### config.mk
export PLATFORM = sky130hd
export DESIGN_NAME = alu_issue_arbiter
export DESIGN_NICKNAME = d
export VERILOG_FILES = /design/src/rtl/alu_issue_arbiter.sv
export SDC_FILE = /design/constraint.sdc
export NUM_CORES = 1
export LEC_CHECK = 0
export CELL_PAD_IN_SITES_DETAIL_PLACEMENT = 1
export CELL_PAD_IN_SITES_GLOBAL_PLACEMENT = 2
export CORE_ASPECT_RATIO = 1.4
export CORE_MARGIN = 8
export CORE_UTILIZATION = 25
export DETAILED_ROUTE_END_ITERATION = 10
export PLACE_DENSITY = 0.81
export SYNTH_ARGS = -nofsm -noshare
export SYNTH_HDL_FRONTEND = slang
export SYNTH_SLANG_ARGS = --single-unit
### constraint.sdc
create_clock -name clk -period 2.4 [get_ports clk]
set_input_delay 0.24 -clock clk [delete_from_list [all_inputs] [get_ports clk]]
set_output_delay 0.24 -clock clk [all_outputs]
set_load 0.02 [all_outputs]
### src/rtl/alu_issue_arbiter.sv
// rtl/alu_issue_arbiter.sv - ALU issue arbiter with one-entry result register feeding the CDB.
// Define ALU_ARB_ROUND_ROBIN_EN for round-robin arbitration; default build is fixed priority.
module alu_issue_arbiter #(
  parameter int NUM_REQ = 4,
  parameter int TAG_W   = 3
) (
  input  logic                            clk,
  input  logic                            rst,
  input  logic                            flush,
  input  logic [NUM_REQ-1:0]              req,
  input  logic [NUM_REQ-1:0][3:0]         req_op,
  input  logic [NUM_REQ-1:0][15:0]        req_a,
  input  logic [NUM_REQ-1:0][15:0]        req_b,
  input  logic [NUM_REQ-1:0][TAG_W-1:0]   req_tag,
  output logic [NUM_REQ-1:0]              gnt,
  output logic                            out_valid,
  output logic [15:0]                     out_data,
  output logic [TAG_W-1:0]                out_tag,
  input  logic                            cdb_ready
);

  localparam int IDX_W = (NUM_REQ > 1) ? $clog2(NUM_REQ) : 1;

  // lc3b_aluop encoding
  localparam logic [3:0] ALU_ADD  = 4'd0;
  localparam logic [3:0] ALU_AND  = 4'd1;
  localparam logic [3:0] ALU_NOT  = 4'd2;
  localparam logic [3:0] ALU_PASS = 4'd3;
  localparam logic [3:0] ALU_SLL  = 4'd4;
  localparam logic [3:0] ALU_SRL  = 4'd5;
  localparam logic [3:0] ALU_SRA  = 4'd6;

  logic             accept;
  logic             found;
  logic [IDX_W-1:0] sel;
  logic [3:0]       op_sel;
  logic [15:0]      a_sel;
  logic [15:0]      b_sel;
  logic [3:0]       shamt;
  logic [15:0]      alu_result;

`ifdef ALU_ARB_ROUND_ROBIN_EN
  logic [IDX_W-1:0] ptr;
`endif

  always_comb begin
    accept = !rst && !flush && (!out_valid || cdb_ready);
    found  = 1'b0;
    sel    = '0;
`ifdef ALU_ARB_ROUND_ROBIN_EN
    // Search starts at the pointer and wraps around the requester ring.
    for (int k = 0; k < NUM_REQ; k++) begin
      int cand;
      cand = int'(ptr) + k;
      if (cand >= NUM_REQ) cand = cand - NUM_REQ;
      if (!found && req[cand]) begin
        found = 1'b1;
        sel   = IDX_W'(cand);
      end
    end
`else
    for (int i = 0; i < NUM_REQ; i++) begin
      if (!found && req[i]) begin
        found = 1'b1;
        sel   = IDX_W'(i);
      end
    end
`endif
    gnt = '0;
    if (accept && found) gnt[sel] = 1'b1;
  end

  always_comb begin
    op_sel = req_op[sel];
    a_sel  = req_a[sel];
    b_sel  = req_b[sel];
    shamt  = b_sel[3:0];
    case (op_sel)
      ALU_ADD:  alu_result = a_sel + b_sel;
      ALU_AND:  alu_result = a_sel & b_sel;
      ALU_NOT:  alu_result = ~a_sel;
      ALU_PASS: alu_result = a_sel;
      ALU_SLL:  alu_result = a_sel << shamt;
      ALU_SRL:  alu_result = a_sel >> shamt;
      ALU_SRA:  alu_result = $unsigned($signed(a_sel) >>> shamt);
      default:  alu_result = 16'h0000;
    endcase
  end

  // Flush beats both a new load and a CDB drain in the same cycle.
  always_ff @(posedge clk or posedge rst) begin
    if (rst) begin
      out_valid <= 1'b0;
      out_data  <= 16'h0000;
      out_tag   <= '0;
    end else if (flush) begin
      out_valid <= 1'b0;
    end else if (|gnt) begin
      out_valid <= 1'b1;
      out_data  <= alu_result;
      out_tag   <= req_tag[sel];
    end else if (cdb_ready) begin
      out_valid <= 1'b0;
    end
  end

`ifdef ALU_ARB_ROUND_ROBIN_EN
  always_ff @(posedge clk or posedge rst) begin
    if (rst) begin
      ptr <= '0;
    end else if (|gnt) begin
      ptr <= (sel == IDX_W'(NUM_REQ - 1)) ? '0 : sel + 1'b1;
    end
  end
`endif

endmodule
Word-level counts from Yosys, hierarchy flattened
Cells that the tools add are included.

Muxes and demuxes: 22. Bitwise operators: 3. Reduce and logical (&&, ||, !) cells: 18. Shift operators: 3. Order comparisons: 2. $add $sub $neg: 1. Eq/ne operators: 6.

Operator list (count): one-hot mux 16 bit (7 select lines) (1); binary-select mux 16 bit (select 2 bit) (2); 2-to-1 mux 16 bit (2); adder 16 bit (1); bitwise AND 16 bit (1); NOT 16 bit (1); << shifter 16 x 4 -> 16 bit (1); right shift 16 x 4 -> 16 bit (1); >>> shifter 16 x 4 -> 16 bit (1); == test 4 x 3 -> 1 bit (second input constant) (3); 2-to-1 mux 1 bit (9); binary-select mux 4 bit (select 2 bit) (1); == test 4 x 2 -> 1 bit (second input constant) (2); 2-to-1 mux 4 bit (2); logical AND 1 bit (7); binary-select mux 3 bit (select 2 bit) (1); zero test 1 bit (6); == test 4 x 1 -> 1 bit (second input constant) (1); zero test 4 bit (1); 2-to-1 mux 2 bit (2); OR reduction 4 bit (1); < comparator 2 x 3 -> 1 bit (second input constant) (1); 2-to-1 mux 3 bit (1); nonzero test 3 bit (1); 5 further kinds (5).

Output and inout bits: 24. Bits in registers: 20. Word-level logic and storage cells: 58.

Longest topological paths before layout
Depth after elaboration: 18. Gate-level depth with buffers: 19. Gate-level depth less buffers: 14.

Worst setup path after synthesis
OpenSTA, ideal clock, no wires.

Path kind: input-to-reg. Start: input port req[1]. End: register out_data[15]. Slack: -1363 ps. Data arrival time: 3681 ps. Cell stages on the path: 19. Required time: 2318 ps. Setup time: 82 ps. Path buffers: 6. Path through: buf_2 buf_4 buf_4 buf_6 nor4b_1 o21ai_1 o221ai_1 inv_2 buf_2 buf_2 ha_1 and3_1 a221o_1 o221ai_1 o21ai_0 a31oi_1 xnor2_1 nand2_1 a31oi_1.

Cells in the longest elaborated chain, start to end: 15. Elaborated cells between the ends (all ways): 40. Those cells by class: 1 x add/sub; 2 x order compare; 6 x eq/ne; 3 x shift; 16 x mux; 2 x bitwise; 10 x reduce/logical.

RTL lines: start, declared (RTL line 10) `input logic [NUM_REQ-1:0] req,`; logical AND 1 bit (*) (RTL line 63) `if (!found && req[i]) begin`; parallel branches: the longest is 14 deep, another holds adder 16 bit; end signal, assigned (RTL line 100) `out_data <= alu_result;`; end, declared (RTL line 17) `output logic [15:0] out_data,`.

Mark *: on every way between the ends. The select of a mux whose other input is x is not followed. A chain may end at the register's enable or synchronous reset.

Worst setup path in the final report
Start: input port req[0]. End: register out_data[2].

Cells in the longest elaborated chain, start to end: 17. Elaborated cells between the ends (all ways): 42. Those cells by class: 1 x add/sub; 2 x order compare; 6 x eq/ne; 3 x shift; 17 x mux; 2 x bitwise; 11 x reduce/logical.

RTL lines (RTL line): 2-to-1 mux 1 bit (*) (63); parallel branches: the longest is 16 deep, another holds adder 16 bit.

Marked as above.

==> metrics.cfg <==
[run_status]
outcome = complete, but fails checks
violations = negative setup slack

[grt]
grt_first_pass_wirelength_um = 49300
grt_pass1_vias = 8389
antenna_found_initial = 0
overflow = 0
grt_usage_pct = 25.1
grt_max_degree = 34

[drt]
wl_um = 34500
viasPerCell = 5.64
dr.pass1.iters = 6
avgRoutedWirePerCell_um = 24.6
drtIter0Drc = 541
ant_nets = 0
drc = 0
route.vias.total = 7921

[synth]
synthFlopType = dfrtp_1
yosysWarnings = 0
synthTopCellsByCount = 68 x nand2_1, 61 x mux2i_1, 56 x a21oi_1
synth_area_leader_cell = mux2i_1
synth_cells = 697
yosys-top-cells-area = mux2i_1 12%, dfrtp_1 9.7%, a21oi_1 5.4%
ys_ff_latch = 20
synth.distinct_cells = 82
yosys.area.top_type_share_pct = 11.8
synth-edff-count = 0
yosysMostFrequentCell = nand2_1
synth_area_sq_um = 5160
seq_area_frac_synth_pct = 9.70
syn_nets = 879
async_flop_share_pct = 100
syn_avg_cell_area_sq_um = 7.40

[die]
ioPinCount = 188
fp.dieH_um = 186
core_sq_um = 20400
design.die.area_sq_um = 25600
num_rows = 62
floorplan.initialDensity_pct = 25.3
die_x_um = 137

[timing]
setup_viol = 16
period_minus_slack_ns = 3.16
hold_viol_final = 0
fin_skew_ns = 0.0108
whs_ns = 0.361
tightestPinTransition_ns = 0.501
final_max_slew_viol_count = 0
setup_tns_ns = -9.61
rsz0062_at_grt = yes
finalCritPeriodShare_pct = 132
slew_headroom_pct = 66.6
layout_setup_ws_ns = -0.757
max_freq_mhz = 317

[power_and_ir_drop]
power_density_nw_per_um2 = 381
power_frac_comb_pct = 78.5
p_sw_share_pct = 42.5
power_switching_mw = 1.70
power_mw = 4.00
power_frac_seq_pct = 9.5
ir_worst_vdd_v = 0.000202
leakagePower_nw = 4.46
clkPwrFrac_pct = 12.0
intPower_mw = 2.30

[finish]
syn2layout_area_growth_pct = 103
drive_gt1_share_pct = 40.0
final_util_pct = 51.4
insertedDiodeCount = 0
fillers = 2391
nets = 1331

[setup_path]
arrival_ns = 3.30
r2r_slack_ns = 0.52
worstPathMaxFanout = 5
r2r-end = out_data[14]
path_class = in2reg
timing.rr.start = out_valid
startpoint_type = input port
r2r_cells = 7
worstSetupEndpointType = flip-flop
required_ns = 2.54

[place]
place_hpwl_um = 26500
routabilityCongestion = 1.01
portBuffers = 187
dp_worst_setup_slack_ns = -1.42

[clock_network]
clockRootBuffer = clkbuf_16
clkTransAtPathRegs_ns = 0.07
clockBufferDepth = 2
cts_tree = built
clock_latency_ns = 0.27
numCtsBuffers = 3
hold_buffers = 0
cts.sinks = 20
h-tree-depth = 1

[run]
drv_cap = 0

[min_path]
worstHoldPathType = in2async

power groups by stage:
| stage | combinational, mW | sequential [mW] | clock, mW |
|---|---|---|---|
| final | 3.14 | 0.381 | 0.480 |
| after floorplan | 1.19 | 0.417 | 0 |
| after global placement | 2.55 | 0.386 | 0 |
| after global routing | 3.30 | 0.385 | 0.498 |
| after detailed placement | 2.60 | 0.388 | 0 |
| after CTS | 2.83 | 0.382 | 0.485 |
worst max-delay path: stages:
cell and delay [ns]:
buf_12 0.10, buf_12 0.12, or2_4 0.27, buf_6 0.14, a221oi_4 0.32, inv_2 0.12, ha_4 0.19, fa_2 0.37
buf_4 0.15, buf_6 0.10, buf_6 0.10, xor2_1 0.15, nand2_1 0.07, a21o_1 0.13, a21oi_2 0.09, a211o_1 0.29
a221o_1 0.31
what timing repair did:
item / CTS / global route
cloned: 1 / 1
pin swaps: 57 / 44
setup buffers: 35 / 27
endpoints found under the setup margin: 19 / 16
resized for setup: 106 / 77
cell usage in the layout (no fill, tap or decap), drive strengths merged, types with 7 or more instances in the layout:
| cell | count |
|---|---|
| a211oi | 19 |
| a21o | 8 |
| a21oi | 57 |
| a221oi | 12 |
| a22oi | 17 |
| a31oi | 10 |
| and3 | 7 |
| buf | 320 |
| clkdlybuf4s50 | 177 |
| dfrtp | 20 |
| ha | 17 |
| inv | 24 |
| mux2i | 61 |
| nand2 | 70 |
| nand2b | 10 |
| nand3 | 14 |
| nand4bb | 10 |
| nor2 | 39 |
| nor2b | 8 |
| nor3 | 15 |
| nor4 | 7 |
| o211ai | 15 |
| o21ai | 65 |
| o221ai | 13 |
| o22ai | 9 |
| or3b | 9 |
| xnor2 | 7 |
cell families (layout without fill, tap and decap cells):
group           count (synthesis)  count (layout)  share of synthesized area, %
compound gates                279             279                          39.4
xor+xnor                       13              13                          2.21
fa+ha+maj                      18              18                          4.51
buf+inv                        81             532                          7.54
flops                          20              20                          9.70
mux                            66              66                          12.9
simple gates                  220             220                          23.7
area by class of cell:
| class | instances | area (sq um) | area share (%) |
|---|---|---|---|
| multi-input cells | 596 | 4940 | 47.1 |
| repair buffers | 504 | 4530 | 43.2 |
| flip-flops and latches | 20 | 500 | 4.77 |
| well taps | 256 | 320 | 3.05 |
| inverters | 24 | 97.6 | 0.930 |
| clock buffers | 3 | 75.1 | 0.716 |
| clock inverters | 1 | 30.0 | 0.286 |
layer usage:
metal,part of all wire (%),track usage (%)
met4,5.3,10.7
met1,37,28.0
met5,0,0
met3,3.7,2.03
met2,54,46.9
state kept, by name, indices dropped and copies added (netlist names):
register   cells
out_data      16
out_tag        3
out_valid      1
through the flow:
step / instances / area, sq um
after floorplan: 697 / 5330
after global placement: 1344 / 9200
after detailed placement: 1344 / 9200
after CTS: 1383 / 9970
after global routing: 1404 / 10500
final: 1404 / 10500
worst max-delay path by stage:
stage               startpoint      endpoint  slack (ns)  cells after the start
finish                  req[0]   out_data[2]       -0.76                     17
global route            req[0]  out_data[11]       -0.90                     17
CTS                     req[0]  out_data[11]       -0.60                     17
detailed placement      req[2]   out_data[7]       -1.42                     16
global placement        req[2]   out_data[7]       -1.30                     16
floorplan               req[1]   out_data[7]       -0.87                     19
No activity file was read; power rests on OpenSTA's default activity.
